===== src/rtl/bip_control_if.sv =====
// Program-memory and control-strobe bundle for the bip_control fetch/decode stage.
// master = control stage, slave = program memory / datapath side.
interface bip_control_if #(
    parameter int addr_bus  = 11,
    parameter int data_size = 16,
    parameter int cnt_width = 32
);
    logic                   Start;
    logic [data_size-1:0]   Data;
    logic [addr_bus-1:0]    Addr;
    logic [data_size-6:0]   Operand;
    logic                   Ram_Wr;
    logic                   Ram_Rd;
    logic [1:0]             SelA;
    logic                   SelB;
    logic                   Acc_Wr;
    logic                   Alu_Op;
    logic                   Halted;
    logic [cnt_width-1:0]   Cycle_Count;

    modport master (
        input  Start, Data,
        output Addr, Operand, Ram_Wr, Ram_Rd, SelA, SelB,
        output Acc_Wr, Alu_Op, Halted, Cycle_Count
    );

    modport slave (
        output Start, Data,
        input  Addr, Operand, Ram_Wr, Ram_Rd, SelA, SelB,
        input  Acc_Wr, Alu_Op, Halted, Cycle_Count
    );
endinterface


===== src/rtl/bip_control.sv =====
// Fetch/decode control stage of the accumulator CPU: PC, IDLE/RUN/HALT FSM, decode.
// Optional executed-cycle counter enabled by defining BIP_CYCLE_COUNT_EN.
module bip_control #(
    parameter int addr_bus  = 11,
    parameter int data_size = 16,
    parameter int cnt_width = 32
) (
    input  logic          Clock,
    input  logic          Reset,
    bip_control_if.master bus
);
    localparam logic [4:0] OP_HLT  = 5'd0;
    localparam logic [4:0] OP_STO  = 5'd1;
    localparam logic [4:0] OP_LD   = 5'd2;
    localparam logic [4:0] OP_LDI  = 5'd3;
    localparam logic [4:0] OP_ADD  = 5'd4;
    localparam logic [4:0] OP_ADDI = 5'd5;
    localparam logic [4:0] OP_SUB  = 5'd6;
    localparam logic [4:0] OP_SUBI = 5'd7;

    localparam logic [addr_bus-1:0] PC_ONE = {{(addr_bus-1){1'b0}}, 1'b1};

    typedef enum logic [1:0] {
        S_IDLE = 2'd0,
        S_RUN  = 2'd1,
        S_HALT = 2'd2
    } state_t;

    state_t              r_state;
    logic [addr_bus-1:0] r_pc;
    logic                r_halted;

    logic [4:0] w_opcode;
    logic       w_run;
    logic       w_ram_wr;
    logic       w_ram_rd;
    logic [1:0] w_sel_a;
    logic       w_sel_b;
    logic       w_acc_wr;
    logic       w_alu_op;

    assign w_opcode = bus.Data[data_size-1 -: 5];
    assign w_run    = (r_state == S_RUN);

    always_ff @(posedge Clock or posedge Reset) begin
        if (Reset) begin
            r_state  <= S_IDLE;
            r_pc     <= '0;
            r_halted <= 1'b0;
        end else begin
            case (r_state)
                S_IDLE: begin
                    if (bus.Start) r_state <= S_RUN;
                end
                S_RUN: begin
                    if (w_opcode == OP_HLT) begin
                        r_state  <= S_HALT;
                        r_halted <= 1'b1;
                    end else begin
                        r_pc <= r_pc + PC_ONE;
                    end
                end
                S_HALT: begin
                    if (bus.Start) begin
                        r_state  <= S_RUN;
                        r_pc     <= '0;
                        r_halted <= 1'b0;
                    end
                end
                default: begin
                    r_state  <= S_IDLE;
                    r_halted <= 1'b0;
                end
            endcase
        end
    end

    // Strobes follow Data combinationally, but only while RUN.
    always_comb begin
        w_ram_wr = 1'b0;
        w_ram_rd = 1'b0;
        w_sel_a  = 2'd0;
        w_sel_b  = 1'b0;
        w_acc_wr = 1'b0;
        w_alu_op = 1'b0;
        if (w_run) begin
            case (w_opcode)
                OP_STO: w_ram_wr = 1'b1;
                OP_LD: begin
                    w_ram_rd = 1'b1;
                    w_acc_wr = 1'b1;
                end
                OP_LDI: begin
                    w_sel_a  = 2'd1;
                    w_acc_wr = 1'b1;
                end
                OP_ADD, OP_SUB: begin
                    w_ram_rd = 1'b1;
                    w_sel_a  = 2'd2;
                    w_acc_wr = 1'b1;
                    w_alu_op = (w_opcode == OP_SUB);
                end
                OP_ADDI, OP_SUBI: begin
                    w_sel_b  = 1'b1;
                    w_sel_a  = 2'd2;
                    w_acc_wr = 1'b1;
                    w_alu_op = (w_opcode == OP_SUBI);
                end
                default: ;
            endcase
        end
    end

    assign bus.Addr    = r_pc;
    assign bus.Operand = bus.Data[data_size-6:0];
    assign bus.Ram_Wr  = w_ram_wr;
    assign bus.Ram_Rd  = w_ram_rd;
    assign bus.SelA    = w_sel_a;
    assign bus.SelB    = w_sel_b;
    assign bus.Acc_Wr  = w_acc_wr;
    assign bus.Alu_Op  = w_alu_op;
    assign bus.Halted  = r_halted;

`ifdef BIP_CYCLE_COUNT_EN
    localparam logic [cnt_width-1:0] CNT_ONE = {{(cnt_width-1){1'b0}}, 1'b1};

    logic [cnt_width-1:0] r_cycles;

    always_ff @(posedge Clock or posedge Reset) begin
        if (Reset) begin
            r_cycles <= '0;
        end else if (w_run) begin
            r_cycles <= r_cycles + CNT_ONE;
        end else if ((r_state == S_HALT) && bus.Start) begin
            r_cycles <= '0;
        end
    end

    assign bus.Cycle_Count = r_cycles;
`else
    assign bus.Cycle_Count = {cnt_width{1'b0}};
`endif
endmodule


===== src/flat_wrapper.sv =====
// flat-port wrapper written by rule: the top's interface ports become plain ports
module bip_control_flat 
#(
    parameter int addr_bus  = 11,
    parameter int data_size = 16,
    parameter int cnt_width = 32
)
  (Clock, Reset, bus_Start, bus_Data, bus_Addr, bus_Operand, bus_Ram_Wr, bus_Ram_Rd, bus_SelA, bus_SelB, bus_Acc_Wr, bus_Alu_Op, bus_Halted, bus_Cycle_Count);
  bip_control_if #(.addr_bus(addr_bus), .data_size(data_size), .cnt_width(cnt_width)) bus_i ();
  input  logic Clock;
  input  logic Reset;
  input wire logic [$bits(bus_i.Start)-1:0] bus_Start;
  input wire logic [$bits(bus_i.Data)-1:0] bus_Data;
  output wire logic [$bits(bus_i.Addr)-1:0] bus_Addr;
  output wire logic [$bits(bus_i.Operand)-1:0] bus_Operand;
  output wire logic [$bits(bus_i.Ram_Wr)-1:0] bus_Ram_Wr;
  output wire logic [$bits(bus_i.Ram_Rd)-1:0] bus_Ram_Rd;
  output wire logic [$bits(bus_i.SelA)-1:0] bus_SelA;
  output wire logic [$bits(bus_i.SelB)-1:0] bus_SelB;
  output wire logic [$bits(bus_i.Acc_Wr)-1:0] bus_Acc_Wr;
  output wire logic [$bits(bus_i.Alu_Op)-1:0] bus_Alu_Op;
  output wire logic [$bits(bus_i.Halted)-1:0] bus_Halted;
  output wire logic [$bits(bus_i.Cycle_Count)-1:0] bus_Cycle_Count;
  assign bus_i.Start = bus_Start;
  assign bus_i.Data = bus_Data;
  assign bus_Addr = bus_i.Addr;
  assign bus_Operand = bus_i.Operand;
  assign bus_Ram_Wr = bus_i.Ram_Wr;
  assign bus_Ram_Rd = bus_i.Ram_Rd;
  assign bus_SelA = bus_i.SelA;
  assign bus_SelB = bus_i.SelB;
  assign bus_Acc_Wr = bus_i.Acc_Wr;
  assign bus_Alu_Op = bus_i.Alu_Op;
  assign bus_Halted = bus_i.Halted;
  assign bus_Cycle_Count = bus_i.Cycle_Count;
  bip_control #(.addr_bus(addr_bus), .data_size(data_size), .cnt_width(cnt_width)) u_core (.Clock(Clock), .Reset(Reset), .bus(bus_i));
endmodule

===== config.mk =====
export PLATFORM = sky130hd
export DESIGN_NAME = bip_control_flat
export DESIGN_NICKNAME = d
export VERILOG_FILES = /design/src/rtl/bip_control_if.sv /design/src/rtl/bip_control.sv /design/src/flat_wrapper.sv
export SDC_FILE = /design/constraint.sdc
export NUM_CORES = 1
export LEC_CHECK = 0
export CAP_MARGIN = 20
export CORE_ASPECT_RATIO = 0.75
export CORE_MARGIN = 2
export CORE_UTILIZATION = 34
export CTS_BUF_LIST = sky130_fd_sc_hd__clkbuf_16
export DETAILED_ROUTE_END_ITERATION = 7
export PLACE_DENSITY = 0.76
export SETUP_SLACK_MARGIN = 0.02
export SLEW_MARGIN = 20
export SYNTH_ARGS = -nofsm -noshare
export SYNTH_HDL_FRONTEND = slang
export SYNTH_SLANG_ARGS = --single-unit

===== constraint.sdc =====
create_clock -name Clock -period 2 [get_ports Clock]
set_input_delay 0.3 -clock Clock [delete_from_list [all_inputs] [get_ports Clock]]
set_output_delay 0.3 -clock Clock [all_outputs]
set_load 0.02 [all_outputs]

==> metrics.sh, run 1 <==
SETUP_REPAIR_AFTER_GLOBAL_ROUTING_MISSED_ITS_MARGIN='yes'
VERT_DIE_DIM_UM=53.1
FLOORPLAN.DIE.WIDTH_UM=69.5
EDFF_COUNT_SYNTH=0
DP_CELL_COUNT=180
TOTAL_LEAKAGE_POWER_nW=0.607
POST-SYNTH-TOP-AREA-FRACTION=0.320
NUMBER_OF_ANTENNA_VIOLATIONS_AT_THE_FIRST_CHECK_IN_GLOBAL_ROUTING=0
TIMING_MAX_TRANSITION_VIOLATIONS_FINAL=0
TIMING.FINAL.WS_SETUP_PS=146
PRECTSSETUPSLACK_PS=-363
SYNTHCELLS=119
FLOORPLAN.CORE_AREA_MM2=0.00300
PLACEMENT.CELL_AREA_MM2=0.00127
IO_BUFFERS=26
POWER.DENSITY_CELL_AREA_mW_PER_MM2=1180
WORST-PATH-BUF-INV=2
LAYOUT.CORE_UTILIZATION=0.441
SYNTHESIZED_AREA_FRACTION_OCCUPIED_BY_XOR_AND_XNOR_CELLS=0.0160
PLACEMENT_ROWS=17
POSTROUTEWIRELENGTH_UM=2120
LARGEST_NET_DEGREE_AT_THE_START_OF_GLOBAL_ROUTING=15
ROUTE.DETAILED.WL_PER_INST_UM=11.5
RUN_STATUS='complete, no violations'
YOSYSWARNINGS=0
MAX_FREQ_GHz=0.540
NNETSFINAL=167
CP_SLOWEST_STAGE_DELAY_PS=380
POST-CTS-SETUP-BUFFERS=0
PROPORTION_OF_SYNTHESIZED_AREA_IN_MUX_CELLS=0
CRIT_PATH_END_KIND='output pin'
COMBINATIONAL_FAMILY_WITH_THE_MOST_AREA_AFTER_SYNTHESIS='buffers and inverters'
DETAIL_ROUTE.DRC_VIOLATIONS=0
CLK-INSERTION-DELAY-LATE_PS=240
SYNTH_COMPOUND_AREA_FRAC=0.183
CP_MAX_FO=3
WORST_CLOCK_SKEW_PS=1.88
ANTENNADIODECOUNT=0
SYNTH.YOSYS.SEQ_AREA_SHARE=0.320
CP.ARRIVAL_PS=1550
FRACTION_OF_LAYOUT_INSTANCES_USING_A_DRIVE_STRENGTH_ABOVE_1=0.178
POST_SYNTH_NUM_CELL_TYPES=34
SETUP-TNS-FINAL_PS=0
HOLD_VIOL=0
EFFECTIVE_UTILIZATION_AT_FLOORPLAN=0.365
HOLD_CLASS='input pin to async pin'
NETLIST_AREA_MM2=0.00109
CTS.CLK_SLEW.WORST_PATHS_PS=50
CTSLONGESTPATHBUFFERS=2
ANT_NETS=0
H-TREE-DEPTH=1
WORST_EP_REQUIRED_TIME_PS=1700
WORST-SETUP-PATH-TYPE='flop to output pin'
YS_TOP_CELLS_BY_COUNT='sky130_fd_sc_hd__buf_4, sky130_fd_sc_hd__dfrtp_1'
ROUTABILITYCONGESTION=0.865
CRITICAL-PATH-SLOWEST-CELL='sky130_fd_sc_hd__dfrtp_1'
GRT_REMAINING_OVERFLOW=0
DIE_AREA_MM2=0.00369
SYNTH-ADDER-AREA-SHARE=0.0114
POWER.TOTAL_mW=1.56
CTS_TREE='yes'
POST_SYNTH_MAIN_AREA_CONTRIBUTORS='sky130_fd_sc_hd__dfrtp_1, sky130_fd_sc_hd__buf_4, sky130_fd_sc_hd__o211ai_1, sky130_fd_sc_hd__o31ai_1, sky130_fd_sc_hd__o2111ai_4'
SYNTH.FF_LATCH_COUNT=14
CTS_HOLD_BUF=0
SETUP_VIOL=0
FINAL.HOLD.WORST_SLACK_PS=395
VDD_DROP_MAX_uV=514
CLK_ROOT_BUFFER_CELL='sky130_fd_sc_hd__clkbuf_16'
CRITICAL_PATH.CELL_CHAIN='and2b_1 > nor3b_4 > buf_4 > and3_1 > buf_2'
TIMING.SLEW.HEADROOM=0.647
MIN_PERIOD_OVER_PERIOD=0.927
CP_TOP_FAMILY='simple AND/OR/NAND/NOR gates'
POST-SYNTH-TOP-COUNT-CELL='sky130_fd_sc_hd__buf_4'
IOPINCOUNT=81
GRT_PASS1_VIAS=748
VIASPERCELL=4.57
SYNTHTOLAYOUTAREAGROWTH_PCT=20.7
DRT_PASS1_ITERATIONS=4
DRTITER0DRC=34
GLOBAL_ROUTE_WIRE_LENGTH_BEFORE_REPAIR_UM=3230
FINAL.MIN_CLOCK_PERIOD_PS=1850
YOSYS_MOST_USED_DFF='sky130_fd_sc_hd__dfrtp_1'
STDCELL_AREA_MM2=0.00132
STARTPOINT_TYPE='flop'
DETAILROUTE.VIA_COUNT=841
GROUTE.USAGE.OVERALL=0.116
CAP_VIOL_MAX_COUNT=0
SYNTH_ASYNC_SR_FLOP_SHARE=1.00
SYN-MEAN-INSTANCE-AREA_UM2=9.20
N_FILL_CELL=298
SYNTH_AREA_LEADER_CELL='sky130_fd_sc_hd__dfrtp_1'
DETAILED_PLACE_HPWL_UM=1720
MAX_SLEW.WORST_PIN.SLEW_PS=529
STDCELL_COUNT=184
SYNTH-SIMPLE-AREA-SHARE=0.154
CTS_NUM_SINKS=14
NUMBER_OF_CTS_INSERTED_BUFFERS=3
## logic make-up after synthesis
logic type	count (synthesis)
DFF	14
AOI/OAI and AO/OA	25
other	1
and+or+nand+nor	28
buffers and inverters	48
adders and majority gates	1
xor gates and xnor gates	2
## report_power, final
group          switching [mW]  internal (mW)
combinational           0.390          0.318
sequential              0.101          0.373
clock                   0.113          0.264
## repair_timing
item / CTS / global route
resized for setup: 19 / 10
endpoints found under the hold margin: 0 / 0
setup endpoints to repair: 7 / 7
## final timing paths
path / from / end / slack, ps / depth (start not counted)
setup / recovery: u_core.r_state[1] / bus_Alu_Op / 150 / 5
hold / removal: Reset / u_core.bus.Addr[1] / 400 / 2
setup reg to reg: u_core.bus.Addr[0] / u_core.bus.Addr[10] / 300 / 5
hold reg to reg: u_core.bus.Halted / u_core.bus.Halted / 510 / 1
max in group asynchronous: Reset / u_core.r_state[1] / 1250 / 2
min in group Clock: u_core.bus.Halted / u_core.bus.Halted / 510 / 1
## worst reg2reg max path, delay by kind of cell, from the launching register on
| family | cells | cell delay [ps] |
|---|---|---|
| AND/OR/NAND/NOR | 2 | 700 |
| adder cells (fa/ha/maj) | 1 | 190 |
| AO/OA/AOI/OAI | 2 | 280 |
| flip-flops | 1 | 450 |
## sequential cells by signal, summed over array words and instances (netlist names)
signal and flops:
u_core.bus.Addr 11, u_core.bus.Halted 1, u_core.r_state 2
## layer usage
metal / share of wire / track usage / up-vias
li1: - / - / 399
met1: 0.42 / 0.132 / 402
met2: 0.47 / 0.184 / 36
met3: 0.090 / 0.0552 / 4
met4: 0.016 / 0.0621 / 0
met5: 0 / 0 / -
## cell usage in the layout, fill, tap and decap left out, types with 2 or more instances in the layout
master	n
sky130_fd_sc_hd__conb_1	32
sky130_fd_sc_hd__clkdlybuf4s50_1	19
sky130_fd_sc_hd__dfrtp_1	14
sky130_fd_sc_hd__buf_4	9
sky130_fd_sc_hd__o211ai_1	5
sky130_fd_sc_hd__o31ai_1	5
sky130_fd_sc_hd__inv_1	5
sky130_fd_sc_hd__o21ai_0	5
sky130_fd_sc_hd__nand3_1	4
sky130_fd_sc_hd__nor2_1	4
sky130_fd_sc_hd__buf_2	4
sky130_fd_sc_hd__nand2_1	3
sky130_fd_sc_hd__clkbuf_16	3
sky130_fd_sc_hd__clkbuf_2	3
sky130_fd_sc_hd__nor3b_1	2
sky130_fd_sc_hd__a21oi_1	2
sky130_fd_sc_hd__or3_1	2
sky130_fd_sc_hd__a22o_1	2
sky130_fd_sc_hd__and3_1	2
## layout make-up
type	count	area, um2	area share
Tap cell	38	47.5	0.0360
Multi-Input combinational cell	88	533	0.403
Timing Repair Buffer	35	293	0.222
Clock inverter	1	3.75	0.00284
Clock buffer	3	75.1	0.0568
Sequential cell	14	350	0.265
Inverter	5	18.8	0.0142
(Power assumes the default switching activity.)
==> run 2, diff against run 1 <==
CELL_PAD_IN_SITES_DETAIL_PLACEMENT = 1   (was unset)
CELL_PAD_IN_SITES_GLOBAL_PLACEMENT = 1   (was unset)
CORE_UTILIZATION = 23   (was 34)
PLACE_DENSITY = 0.75   (was 0.76)
==> metrics.sh, run 2 (synthesis gave the netlist of run 1 again) <==
FRACTION_OF_LAYOUT_INSTANCES_USING_A_DRIVE_STRENGTH_ABOVE_1=0.184  # +0.00559
STARTPOINT_TYPE='flop'
CLK_ROOT_BUFFER_CELL='sky130_fd_sc_hd__clkbuf_16'
VERT_DIE_DIM_UM=63.8  # +20%
GRT_PASS1_VIAS=771  # +3.1%
IO_BUFFERS=26  # unchanged
HOLD_VIOL=0  # unchanged
PWR-SHARE-COMB=0.453  # about the same
ROUTE.DETAILED.WL_PER_INST_UM=11.6  # +0.90%
CRIT_PATH_END_KIND='output pin'
DRTITER0DRC=14  # -59%
N_FILL_CELL=529  # +78%
MOSTFREQUENTLAYOUTCELL='sky130_fd_sc_hd__conb_1'
FLOORPLAN.CORE_AREA_MM2=0.00452  # +51%
PRECTSSETUPSLACK_PS=-355  # +8.10 ps
DIE_AREA_MM2=0.00533  # +44%
SEQUENTIALPOWERSHARE=0.303  # about the same
FLOORPLAN.DIE.WIDTH_UM=83.7  # +20%
CTS_NUM_SINKS=14  # unchanged
TIMING.SLEW.HEADROOM=0.639  # -0.00799
H-TREE-DEPTH=1  # unchanged
MOST_USED_CELLS_IN_THE_LAYOUT_EXCLUDING_FILL_AND_TAP_CELLS='sky130_fd_sc_hd__conb_1, sky130_fd_sc_hd__clkdlybuf4s50_1, sky130_fd_sc_hd__dfrtp_1'
MAX_FFS_PER_REGISTER=11  # unchanged
WORST-SETUP-PATH-TYPE='flop to output pin'
SETUP_REPAIR_AFTER_GLOBAL_ROUTING_MISSED_ITS_MARGIN='no'
ROUTED_WIRE_LENGTH_ON_MET3_UM=146  # -24%
CTS_TREE='yes'
ROUTE.LAYER.MET1.WL_UM=1070  # +20%
LAYOUT.CORE_UTILIZATION=0.302  # -0.139
SWITCHING_SHARE=0.393  # +0.00567
DRT_PASS1_ITERATIONS=4  # unchanged
POWER.DENSITY_CELL_AREA_mW_PER_MM2=1150  # -2.2%
GRT_REMAINING_OVERFLOW=0  # unchanged
GLOBAL_ROUTE_WIRE_LENGTH_BEFORE_REPAIR_UM=4000  # +24%
PLACEMENT_ROWS=21  # +4
IOPINCOUNT=81  # unchanged
LARGEST_NET_DEGREE_AT_THE_START_OF_GLOBAL_ROUTING=15  # unchanged
TIMING.FINAL.WS_SETUP_PS=65.6  # -80.9 ps
MAX_SLEW.WORST_PIN.SLEW_PS=541  # +12.0 ps
NNETSFINAL=168  # +0.60%
TIMING_MAX_TRANSITION_VIOLATIONS_FINAL=0  # unchanged
WORST_CLOCK_SKEW_PS=1.86  # -0.0150 ps
CTSLONGESTPATHBUFFERS=2  # unchanged
SETUP-TNS-FINAL_PS=0  # unchanged
HIGHEST_LAYER='met3'
CAP_VIOL_MAX_COUNT=0  # unchanged
ROUTABILITYCONGESTION=0.665  # -23%
GROUTE.USAGE.OVERALL=0.0924  # -0.0239
NUMBER_OF_ANTENNA_VIOLATIONS_AT_THE_FIRST_CHECK_IN_GLOBAL_ROUTING=0  # unchanged
DETAILED_PLACE_HPWL_UM=1840  # +7.1%
RUN_STATUS='complete, no violations'
ANT_NETS=0  # unchanged
SWITCHINGPOWER_mW=0.619  # +2.4%
POSTROUTEWIRELENGTH_UM=2380  # +12%
WORST_EP_REQUIRED_TIME_PS=1700  # about the same
MAX_FREQ_GHz=0.517  # -4.2%
DETAIL_ROUTE.DRC_VIOLATIONS=0  # unchanged
CLK-INSERTION-DELAY-LATE_PS=240  # about the same
POWER_REPORT.INTERNAL_TOTAL_mW=0.955  # about the same
HOLD_CLASS='input pin to async pin'
SYNTHTOLAYOUTAREAGROWTH_PCT=24.6
ANTENNADIODECOUNT=0  # unchanged
VIASPERCELL=4.00  # -13%
FINAL.HOLD.WORST_SLACK_PS=403  # +7.52 ps
TOTAL_LEAKAGE_POWER_nW=0.616  # +1.4%
POWER.TOTAL_mW=1.57  # +0.96%
DETAILROUTE.VIA_COUNT=815  # -3.1%
CP.ARRIVAL_PS=1630  # +80 ps
NUMBER_OF_CTS_INSERTED_BUFFERS=3  # unchanged
FINAL.MIN_CLOCK_PERIOD_PS=1930  # +80.9 ps
VDD_DROP_MAX_uV=447  # -13%
CP_MAX_FO=5  # +2
EFFECTIVE_UTILIZATION_AT_FLOORPLAN=0.242  # -0.123
CTS.CLK_SLEW.WORST_PATHS_PS=50  # about the same
CLOCK_POWER_SHARE=0.244  # +0.002
SETUP_VIOL=0  # unchanged
POST-CTS-SETUP-BUFFERS=0  # unchanged
MIN_PERIOD_OVER_PERIOD=0.967  # +0.0404
DR_WL_MET2_UM=1160  # +15%
[run 2: layer usage]
metal / up-vias / track usage
met5: - / 0
met4: 0 / 0.0242
met3: 0 / 0.0349
met2: 26 / 0.144
met1: 391 / 0.121
li1: 398 / -
[run 2: repair_timing]
action,CTS,global route
hold buffers,0,0
resized for setup,22,5
endpoints found under the setup margin,7,6
[run 2: critical path: stages (launching register included)]
cell                              delay [ps]
sky130_fd_sc_hd__dfrtp_1                 390
sky130_fd_sc_hd__and2b_1                 220
sky130_fd_sc_hd__nor3b_2                 170
sky130_fd_sc_hd__buf_4                   160
sky130_fd_sc_hd__and3_1                  150
sky130_fd_sc_hd__clkdlybuf4s15_1         300
[run 2: area by class of cell]
type	instances	area [um2]	area share
Sequential cell	14	350	0.257
Inverter	5	18.8	0.0138
Timing Repair Buffer	36	309	0.227
Multi-Input combinational cell	88	536	0.393
Clock buffer	3	75.1	0.0550
Clock inverter	1	3.75	0.00275
Tap cell	57	71.3	0.0523
[run 2: per-stage QoR]
| stage | instance area, um2 | std cells |
|---|---|---|
| floorplan | 1210 | 150 |
| global placement | 1300 | 200 |
| detailed placement | 1300 | 200 |
| CTS | 1370 | 204 |
| global route | 1360 | 204 |
| finish | 1360 | 204 |
[run 2: power groups by stage]
stage          registers (mW)  logic (mW)  clock network, mW
2_1_floorplan           0.559       0.388                  0
3_3_place_gp            0.479       0.701                  0
3_5_place_dp            0.482       0.715                  0
4_1_cts                 0.481       0.718              0.396
5_1_grt                 0.498       0.776              0.405
6_report                0.478       0.713              0.384
[run 2: final timing paths]
kind / endpoint / startpoint / cells past startpoint / slack (ps)
worst max-delay path: bus_Alu_Op / u_core.r_state[1] / 5 / 70
worst min-delay path: u_core.r_state[1] / Reset / 2 / 400
worst max register to register: u_core.bus.Addr[10] / u_core.bus.Addr[0] / 5 / 360
worst min register to register: u_core.bus.Halted / u_core.bus.Halted / 1 / 510
max in group asynchronous: u_core.bus.Addr[1] / Reset / 2 / 1240
min in group Clock: u_core.bus.Halted / u_core.bus.Halted / 1 / 510
==> run 3, diff against run 2 <==
CORE_MARGIN = unset   (was 2)
HOLD_SLACK_MARGIN = 0.12   (was unset)
SKIP_CTS_REPAIR_TIMING = 1   (was unset)
==> metrics.sh, run 3 (synthesis gave the netlist of run 1 again) <==
RUN_STATUS='complete, no violations'
DRTITER0DRC=28  # +14
ANTENNADIODECOUNT=0  # unchanged
NUMBER_OF_CTS_INSERTED_BUFFERS=3  # unchanged
HOLD_VIOL=0  # unchanged
GROUTE.LAYER.MET1.USAGE=0.120  # -0.00103
DIE_AREA_MM2=0.00504  # -5.5%
FLOORPLAN.CORE_AREA_MM2=0.00452  # unchanged
PLACEMENT_ROWS=21  # unchanged
CP_MAX_FO=5  # unchanged
GLOBALROUTEMET2UTIL=0.161  # +0.0167
MAX_SLEW.WORST_PIN.SLEW_PS=547  # +6.12 ps
EFFECTIVE_UTILIZATION_AT_FLOORPLAN=0.242  # unchanged
IOPINCOUNT=81  # unchanged
GROUTE.USAGE.OVERALL=0.0981  # +0.00571
MOST_USED_CELLS_IN_THE_LAYOUT_EXCLUDING_FILL_AND_TAP_CELLS='sky130_fd_sc_hd__conb_1, sky130_fd_sc_hd__clkdlybuf4s50_1, sky130_fd_sc_hd__dfrtp_1'
MAX_FREQ_GHz=0.528  # +2.1%
WORST-SETUP-PATH-TYPE='flop to output pin'
DETAIL_ROUTE.DRC_VIOLATIONS=0  # unchanged
LARGEST_NET_DEGREE_AT_THE_START_OF_GLOBAL_ROUTING=15  # unchanged
MAX_FFS_PER_REGISTER=11  # unchanged
DRT_PASS1_ITERATIONS=4  # unchanged
CTS_NUM_SINKS=14  # unchanged
CTS.CLK_SLEW.WORST_PATHS_PS=50  # about the same
CTS_TREE='yes'
GRT_REMAINING_OVERFLOW=0  # unchanged
WORST_EP_REQUIRED_TIME_PS=1700  # about the same
GLOBAL_ROUTE_WIRE_LENGTH_BEFORE_REPAIR_UM=3620  # -9.5%
SEQ_AREA_UM2=350  # unchanged
NUMBER_OF_ANTENNA_VIOLATIONS_AT_THE_FIRST_CHECK_IN_GLOBAL_ROUTING=0  # unchanged
GRT_MET3_USE=0.0350  # +0.000153
MIN_PERIOD_OVER_PERIOD=0.947  # -0.0201
NNETSFINAL=170  # +1.2%
POWER.TOTAL_mW=1.58  # +0.38%
POSTROUTEWIRELENGTH_UM=2420  # +2.0%
CTSLONGESTPATHBUFFERS=2  # unchanged
FRACTION_OF_LAYOUT_INSTANCES_USING_A_DRIVE_STRENGTH_ABOVE_1=0.174  # -0.00918
STDCELL_AREA_MM2=0.00138  # +1.5%
IO_BUFFERS=26  # unchanged
FF2FF_SETUP_SLACK_PS=340  # -20 ps
CAP_VIOL_MAX_COUNT=0  # unchanged
MULTIINPUTGATEAREA_UM2=527  # -1.6%
FLOORPLAN.DIE.WIDTH_UM=81.7  # -2.4%
SYNTHTOLAYOUTAREAGROWTH_PCT=26.4
TIMING.FINAL.WS_SETUP_PS=106  # +40.3 ps
DETAILROUTE.VIA_COUNT=850  # +4.3%
H-TREE-DEPTH=1  # unchanged
GRT_PASS1_VIAS=743  # -3.6%
TOTAL_LEAKAGE_POWER_nW=0.666  # +8.2%
TIMING.SLEW.HEADROOM=0.635  # -0.00409
CLK_ROOT_BUFFER_CELL='sky130_fd_sc_hd__clkbuf_16'
SETUP_REPAIR_AFTER_GLOBAL_ROUTING_MISSED_ITS_MARGIN='no'
PRECTSSETUPSLACK_PS=-275  # +79.1 ps
GRT_MOST_USED_LAYER='met2'
DETAILED_PLACE_HPWL_UM=1880  # +2.2%
CP.ARRIVAL_PS=1590  # -40 ps
HOLD_CLASS='input pin to async pin'
TIMING_MAX_TRANSITION_VIOLATIONS_FINAL=0  # unchanged
POWER.DENSITY_CELL_AREA_mW_PER_MM2=1140  # -1.1%
STARTPOINT_TYPE='flop'
VERT_DIE_DIM_UM=61.8  # -3.1%
SETUP_VIOL=0  # unchanged
ROUTE.DETAILED.WL_PER_INST_UM=11.8  # +1.0%
ANT_NETS=0  # unchanged
VDD_DROP_MAX_uV=558  # +25%
MOSTFREQUENTLAYOUTCELL='sky130_fd_sc_hd__conb_1'
PLACEMENT.CELL_AREA_MM2=0.00131  # +1.2%
CLK-INSERTION-DELAY-LATE_PS=250  # about the same
N_FILL_CELL=523  # -1.1%
FINAL.MIN_CLOCK_PERIOD_PS=1890  # -40.3 ps
CRIT_PATH_END_KIND='output pin'
VIASPERCELL=4.13  # +3.3%
WORST_CLOCK_SKEW_PS=4.44  # +2.58 ps
ROUTABILITYCONGESTION=0.687  # +3.4%
[run 3: changes by cell type in the layout (fill, tap and decap cells not counted), sizes merged]
| cell | previous run | this run |
|---|---|---|
| clkdlybuf4s15 | 1 | 0 |
| dlygate4sd2 | 1 | 0 |
| clkbuf | 4 | 6 |
| buf | 14 | 13 |
| dlymetal6s2s | 0 | 3 |
[run 3: routing by layer]
metal	routed length, um	part of all wire
met5	0	0
met1	1100	0.45
met4	30	0.012
met2	1150	0.47
met3	145	0.060
[run 3: layout make-up]
cell class,instances,share of cell area
clock inverters,1,0.00271
multi-input cells,88,0.381
clock buffers,3,0.0542
repair buffers,38,0.244
well taps,57,0.0515
flip-flops and latches,14,0.253
inverters,5,0.0136
[run 3: critical path, cell delays in order (launching register included)]
cell,delay (ps)
sky130_fd_sc_hd__dfrtp_1,390
sky130_fd_sc_hd__and2b_1,220
sky130_fd_sc_hd__nor3b_2,160
sky130_fd_sc_hd__buf_4,150
sky130_fd_sc_hd__nand2_1,60
sky130_fd_sc_hd__nor3b_1,170
sky130_fd_sc_hd__clkbuf_2,200
[run 3: path summary, 6_finish.rpt]
| check | from | to | depth (start not counted) |
|---|---|---|---|
| hold reg to reg | u_core.bus.Addr[5] | u_core.bus.Addr[5] | 1 |
| setup / recovery | u_core.r_state[1] | bus_SelA[0] | 6 |
| hold / removal | Reset | u_core.bus.Halted | 2 |
| min in group Clock | u_core.bus.Addr[5] | u_core.bus.Addr[5] | 1 |
| setup reg to reg | u_core.bus.Addr[0] | u_core.bus.Addr[10] | 5 |
| max in group asynchronous | Reset | u_core.bus.Addr[5] | 2 |
[run 3: through the flow]
step | utilization | instances | TNS (ps) | hold slack [ps]
after global placement | 0.290 | 202 | -1510 | 494
after global routing | 0.306 | 206 | 0 | 470
after floorplan | - | 150 | 0 | 189
final | 0.306 | 206 | 0 | 403
after detailed placement | 0.290 | 202 | -1910 | 500
after CTS | 0.308 | 206 | -2370 | 434
[run 3: report_power, final]
part / internal, mW / leakage (nW) / switching [mW] / total, mW
Clock: 0.265 / 0.0385 / 0.120 / 0.385
Combinational: 0.321 / 0.448 / 0.399 / 0.720
Sequential: 0.372 / 0.180 / 0.103 / 0.475
